==> src/rtl/uart_rx_pkg.sv <==
// Shared constants, enums and helpers for the UART receive buffer controller.
package uart_rx_pkg;

  localparam int RX_DEPTH    = 32;
  localparam int RX_AW       = 5;
  localparam int RX_TO_CHARS = 4;

  typedef enum logic [1:0] {
    TRIG_1  = 2'b00,
    TRIG_8  = 2'b01,
    TRIG_16 = 2'b10,
    TRIG_28 = 2'b11
  } trig_lvl_e;

  typedef enum logic [1:0] {
    TO_IDLE  = 2'b00,
    TO_COUNT = 2'b01,
    TO_FIRE  = 2'b10
  } to_state_e;

  function automatic int unsigned trig_threshold(input trig_lvl_e lvl);
    int unsigned thr;
    case (lvl)
      TRIG_1:  thr = 1;
      TRIG_8:  thr = 8;
      TRIG_16: thr = 16;
      default: thr = 28;
    endcase
    return thr;
  endfunction

endpackage

==> src/rtl/uart_rx_fifo_ctrl_timer.sv <==
// Character-timeout detector: fires after TO_CHARS idle character times while data is pending.
module rx_timeout_timer
  import uart_rx_pkg::*;
#(
  parameter int TO_CHARS = RX_TO_CHARS
) (
  input  logic clk_i,
  input  logic rst_ni,
  input  logic activity,
  input  logic nonempty,
  input  logic char_tick,
  input  logic flush,
  output logic timeout_irq
);

  localparam logic [2:0] LAST_TICK = 3'(TO_CHARS - 1);

  to_state_e  state_reg, state_next;
  logic [2:0] cnt_reg, cnt_next;

  always_ff @(posedge clk_i or negedge rst_ni) begin
    if (!rst_ni) begin
      state_reg <= TO_IDLE;
      cnt_reg   <= '0;
    end else begin
      state_reg <= state_next;
      cnt_reg   <= cnt_next;
    end
  end

  always_comb begin
    state_next = state_reg;
    cnt_next   = cnt_reg;
    if (flush || !nonempty) begin
      state_next = TO_IDLE;
      cnt_next   = '0;
    end else begin
      case (state_reg)
        TO_IDLE: begin
          state_next = TO_COUNT;
          cnt_next   = '0;
        end
        TO_COUNT: begin
          // Activity restarts the idle window even if a tick lands in the same cycle.
          if (activity) begin
            cnt_next = '0;
          end else if (char_tick) begin
            if (cnt_reg == LAST_TICK) begin
              state_next = TO_FIRE;
              cnt_next   = '0;
            end else begin
              cnt_next = cnt_reg + 3'd1;
            end
          end
        end
        TO_FIRE: begin
          if (activity) begin
            state_next = TO_COUNT;
            cnt_next   = '0;
          end
        end
        default: begin
          state_next = TO_IDLE;
          cnt_next   = '0;
        end
      endcase
    end
  end

  assign timeout_irq = (state_reg == TO_FIRE);

endmodule

==> src/rtl/uart_rx_fifo_ctrl.sv <==
// Pointer/occupancy sequencing for the UART RX buffer RAM, with overrun and RX interrupts.
module uart_rx_fifo_ctrl
  import uart_rx_pkg::*;
#(
  parameter int DEPTH    = RX_DEPTH,
  parameter int AW       = RX_AW,
  parameter int TO_CHARS = RX_TO_CHARS
) (
  input  logic          clk_i,
  input  logic          rst_ni,
  input  logic          rx_en_i,
  input  logic          fifo_en_i,
  input  logic          frame_valid_i,
  input  logic          rd_req_i,
  input  logic          flush_i,
  input  logic          clr_ovr_i,
  input  logic [1:0]    trig_lvl_i,
  input  logic          char_tick_i,
  output logic          wr_en_o,
  output logic [AW-1:0] wr_addr_o,
  output logic [AW-1:0] rd_addr_o,
  output logic          rd_valid_o,
  output logic [AW:0]   count_o,
  output logic          empty_o,
  output logic          full_o,
  output logic          overrun_o,
  output logic          rx_irq_o,
  output logic          timeout_irq_o
);

  logic [AW-1:0] wr_ptr_reg, wr_ptr_next;
  logic [AW-1:0] rd_ptr_reg, rd_ptr_next;
  logic [AW:0]   count_reg, count_next;
  logic          fifo_en_reg;
  logic          rd_valid_reg;
  logic          overrun_reg;
  logic          rx_irq_reg;

  logic          clear;
  logic          push_req;
  logic          push_acc;
  logic          pop_acc;
  logic          ovr_set;
  logic [AW:0]   capacity;
  logic [AW:0]   thresh;

  // A change of buffering mode invalidates everything stored, so treat it as a flush.
  assign clear    = flush_i | (fifo_en_i != fifo_en_reg);
  assign capacity = fifo_en_i ? (AW+1)'(DEPTH) : (AW+1)'(1);
  assign empty_o  = (count_reg == '0);
  assign full_o   = (count_reg == capacity);

  assign push_req = frame_valid_i & rx_en_i;
  assign pop_acc  = rd_req_i & !empty_o & !clear;
  assign push_acc = push_req & (!full_o | pop_acc) & !clear;
  assign ovr_set  = push_req & !push_acc & !clear;

  assign thresh = fifo_en_i ? (AW+1)'(trig_threshold(trig_lvl_e'(trig_lvl_i))) : (AW+1)'(1);

  always_comb begin
    wr_ptr_next = wr_ptr_reg;
    rd_ptr_next = rd_ptr_reg;
    count_next  = count_reg;
    if (clear) begin
      wr_ptr_next = '0;
      rd_ptr_next = '0;
      count_next  = '0;
    end else begin
      if (push_acc) wr_ptr_next = fifo_en_i ? wr_ptr_reg + 1'b1 : '0;
      if (pop_acc)  rd_ptr_next = fifo_en_i ? rd_ptr_reg + 1'b1 : '0;
      if (push_acc && !pop_acc) count_next = count_reg + 1'b1;
      if (pop_acc && !push_acc) count_next = count_reg - 1'b1;
    end
  end

  always_ff @(posedge clk_i or negedge rst_ni) begin
    if (!rst_ni) begin
      wr_ptr_reg   <= '0;
      rd_ptr_reg   <= '0;
      count_reg    <= '0;
      fifo_en_reg  <= 1'b1;
      rd_valid_reg <= 1'b0;
      overrun_reg  <= 1'b0;
      rx_irq_reg   <= 1'b0;
    end else begin
      wr_ptr_reg   <= wr_ptr_next;
      rd_ptr_reg   <= rd_ptr_next;
      count_reg    <= count_next;
      fifo_en_reg  <= fifo_en_i;
      rd_valid_reg <= pop_acc;
      rx_irq_reg   <= (count_next >= thresh);
      if (ovr_set)        overrun_reg <= 1'b1;
      else if (clr_ovr_i) overrun_reg <= 1'b0;
    end
  end

  rx_timeout_timer #(
    .TO_CHARS(TO_CHARS)
  ) u_timer (
    .clk_i      (clk_i),
    .rst_ni     (rst_ni),
    .activity   (push_acc | pop_acc),
    .nonempty   (count_next != '0),
    .char_tick  (char_tick_i),
    .flush      (clear),
    .timeout_irq(timeout_irq_o)
  );

  assign wr_en_o    = push_acc;
  assign wr_addr_o  = wr_ptr_reg;
  assign rd_addr_o  = rd_ptr_reg;
  assign rd_valid_o = rd_valid_reg;
  assign count_o    = count_reg;
  assign overrun_o  = overrun_reg;
  assign rx_irq_o   = rx_irq_reg;

endmodule

==> config.mk <==
export PLATFORM = sky130hd
export DESIGN_NAME = uart_rx_fifo_ctrl
export DESIGN_NICKNAME = d
export VERILOG_FILES = /design/src/rtl/uart_rx_pkg.sv /design/src/rtl/uart_rx_fifo_ctrl_timer.sv /design/src/rtl/uart_rx_fifo_ctrl.sv
export SDC_FILE = /design/constraint.sdc
export NUM_CORES = 1
export LEC_CHECK = 0
export BUFFER_PORTS_ARGS = -buffer_cell sky130_fd_sc_hd__buf_2
export CELL_PAD_IN_SITES_DETAIL_PLACEMENT = 0
export CELL_PAD_IN_SITES_GLOBAL_PLACEMENT = 2
export CORE_MARGIN = 2
export CORE_UTILIZATION = 32
export DETAILED_ROUTE_END_ITERATION = 16
export PLACE_DENSITY_LB_ADDON = 0.3
export SETUP_SLACK_MARGIN = 0.1
export SLEW_MARGIN = 5
export SYNTH_ARGS = -nofsm -noshare
export SYNTH_HDL_FRONTEND = slang
export SYNTH_SLANG_ARGS = --single-unit
==> constraint.sdc <==
create_clock -name clk_i -period 3.2 [get_ports clk_i]
set_input_delay 0.64 -clock clk_i [delete_from_list [all_inputs] [get_ports clk_i]]
set_output_delay 0.64 -clock clk_i [all_outputs]
set_load 0.03 [all_outputs]
==> summary.txt <==
Status
  – Status: complete, no violations

Drt
  – First-pass iteration count of the detailed router: 4
  – Routed vias: 1372
  – Via density: 5.22
  – Remaining antenna violation count: 0
  – Met3 Wirelength: 140 microns
  – Wirelength per Cell: ~14 microns
  – DRT met1 WL: 1.65 mm
  – DRC: 0
  – WL final: 3.60 mm
  – Iteration-0 DRC Markers: 53
  – Top routing layer used: met4
  – Met2 Wirelength: 1.76 mm

Global routing
  – Vias in the first global route: ~1300
  – GR Util All Layers: 0.141
  – GRT overflow: 0
  – Largest net degree at the start of global routing: 26
  – First-pass GRT wire length: 5.97 mm
  – Initial antenna violation count: 0

Setup path
  – R2R setup slack: 0.55 ns
  – Nature of the critical path endpoint: primary output
  – Reg-to-Reg Start: count_o[1]
  – CP Data Required Time: 2.56 ns
  – Terminus of the critical flop-to-flop path: rx_irq_o
  – Crit start category: primary input
  – Most Frequent Cell on Critical Path: buf_2
  – CP top delay family: buffers and inverters
  – Worst Reg-to-Reg Cells: 10
  – Critical path arrival: 2.15 ns
  – Crit-path max FO: 16
  – Crit path cell chain: buf_2 -> or3b_1 -> a211o_1 -> clkinv_1 -> a211oi_1 -> buf_2
  – CP Class: in -> out
  – Worst path max stage delay: 0.48 ns
  – Crit path buf inv count: 3
  – Critical Path Slowest Stage Cell: a211oi_1

Synth
  – Synth Register Bits: 25
  – Seq/Total Area, Yosys: 0.405
  – Number of flops mapped to enable cells by yosys: 0
  – Mapped Area: 1550 sq um
  – Syn Nets: 196
  – Ys async rst share: 1.00
  – Post-Syn Instances: about 180
  – Most used DFF post-synth: dfrtp_1
  – Syn. warnings: 0
  – Netlist cell types: 38
  – Syn avg cell area: slightly below 9 sq um

Cells and area
  – # nets final: around 230
  – Fillcell total: 496
  – Max reg flops: 6
  – Area growth from synthesis to layout: 17.6%
  – Layout cell share with drive strength beyond 1: 0.211
  – Post-Layout Cell Count: 263
  – Antenna diode count: 0

Pwr
  – Worst VDD drop: 0.174 mV
  – Pwr Density: 428 nW/um^2
  – Post-layout power: just under 0.0008 W
  – Leakage: ~0.88 nW

Timing
  – Min Tclk post-route: 2.79 ns
  – Hold WS: 0.345 ns
  – F_max: roughly 0.36 GHz
  – Worst-case clock skew: 0.00184 ns
  – Final setup vio count: 0
  – Slew Limit Fails: 0
  – Setup TNS: 0 ns
  – Fin. Hold Viols: 0
  – Actual slew at the worst max-slew pin: 0.564 ns
  – Slew HR: 0.621
  – Part of the cycle the worst path needs: 0.873
  – RSZ-0062 raised after global routing: false

Clock network
  – Clock sinks: 25
  – Deepest clock path buffer count: 2
  – Root Driver: clkbuf_8
  – Setup Fix Bufs, Post-CTS: 0
  – CTS resizes: 0
  – Cts hold-fix bufs: 0
  – CTS tree: yes
  – H-tree Lvls: 1
  – Worst-path clk slew: 0.09 ns
  – Clock buffer count from CTS: 3
  – Clk Latency, worst-skew pair: 0.27 ns

Placement
  – RD Place Congestion: 0.798
  – Placed Cells: 259
  – Dpl hpwl: 2.79 mm
  – Port bufs: 33

Worst hold path
  – Hold Crit Class: in -> async

Floorplanning
  – Die X: around 74 microns
  – Initial core utilization: 0.330
  – Rows: 25
  – Core Region: 4690 sq um
  – Number of I/O pins: 34
  – Die Area: 5410 sq um
  – Die H: 73.5 microns

Run
  – Max Cap Violations: 0
-- how the worst max path moves through the flow --
stage                     startpoint        to  slack [ns]  depth (start not counted)
after global placement     fifo_en_i  rx_irq_o        0.42                          9
final                      fifo_en_i   wr_en_o        0.41                          6
after floorplan           count_o[3]   wr_en_o        0.24                          5
after global routing       fifo_en_i   wr_en_o        0.24                          6
after CTS                  fifo_en_i   wr_en_o        0.38                          6
after detailed placement   fifo_en_i  rx_irq_o        0.35                          9
-- placed cells by master (no fill, tap or decap), types with 4 or more instances in the layout --
cell,instances
buf_2,33
dfrtp_1,24
nor2_1,20
nand2_1,16
nor3_1,12
a21oi_1,11
o21ai_0,11
ha_1,10
inv_1,8
nand3_1,8
xor2_1,6
a22oi_1,5
nand2b_1,4
-- kinds of logic (layout without fill, tap and decap cells) --
family,count (synthesis),count (layout),share of synthesized area
flip-flops,25,25,0.405
multiplexers,3,3,0.0194
AO/OA/AOI/OAI,45,45,0.188
adder cells (fa/ha/maj),10,10,0.0808
XOR/XNOR,7,7,0.0396
AND/OR/NAND/NOR,71,71,0.231
buffers and inverters,14,48,0.0356
-- power by group --
group	switching [W]	internal, W	total [W]
Sequential	0.0000204	0.000334	0.000354
Combinational	0.000154	0.0000818	0.000236
Clock	0.000102	0.0000871	0.000189
-- cell usage after synthesis (2+ instances only) --
library cell | number | share of area
dfrtp_1 | 24 | 0.39
nor2_1 | 20 | 0.049
nand2_1 | 16 | 0.039
nor3_1 | 12 | 0.039
a21oi_1 | 11 | 0.036
o21ai_0 | 11 | 0.036
ha_1 | 10 | 0.081
inv_1 | 8 | 0.019
nand3_1 | 8 | 0.026
xor2_1 | 6 | 0.034
a22oi_1 | 5 | 0.024
nand2b_1 | 4 | 0.016
a211oi_1 | 3 | 0.015
a31oi_1 | 3 | 0.012
mux2i_1 | 3 | 0.019
nor2b_1 | 3 | 0.012
a21boi_0 | 2 | 0.0097
a21o_1 | 2 | 0.0097
buf_2 | 2 | 0.0065
clkbuf_1 | 2 | 0.0049
nand3b_1 | 2 | 0.0097
o21ai_1 | 2 | 0.0065
-- layer usage --
metal | up-vias | GRT usage
li1 | 688 | -
met1 | 647 | 0.178
met5 | - | 0
met4 | 0 | 0.0525
met3 | 6 | 0.0206
met2 | 31 | 0.242
-- cell type report --
class | count | area, sq um | area share
inverters | 9 | 33.8 | 0.0186
well taps | 54 | 67.6 | 0.0371
multi-input cells | 136 | 866 | 0.476
repair buffers | 35 | 180 | 0.0990
clock inverters | 1 | 5.00 | 0.00275
flip-flops and latches | 25 | 627 | 0.344
clock buffers | 3 | 41.3 | 0.0227
-- metrics by stage --
stage          setup slack [ns]  area (sq um)   util
6_report                  0.407          1820  0.388
5_1_grt                   0.240          1820  0.388
4_1_cts                   0.384          1820  0.388
3_5_place_dp              0.353          1770  0.378
3_3_place_gp              0.423          1770  0.378
2_1_floorplan             0.245          1550      -
Note: power is estimated with default switching activity, not from simulation.
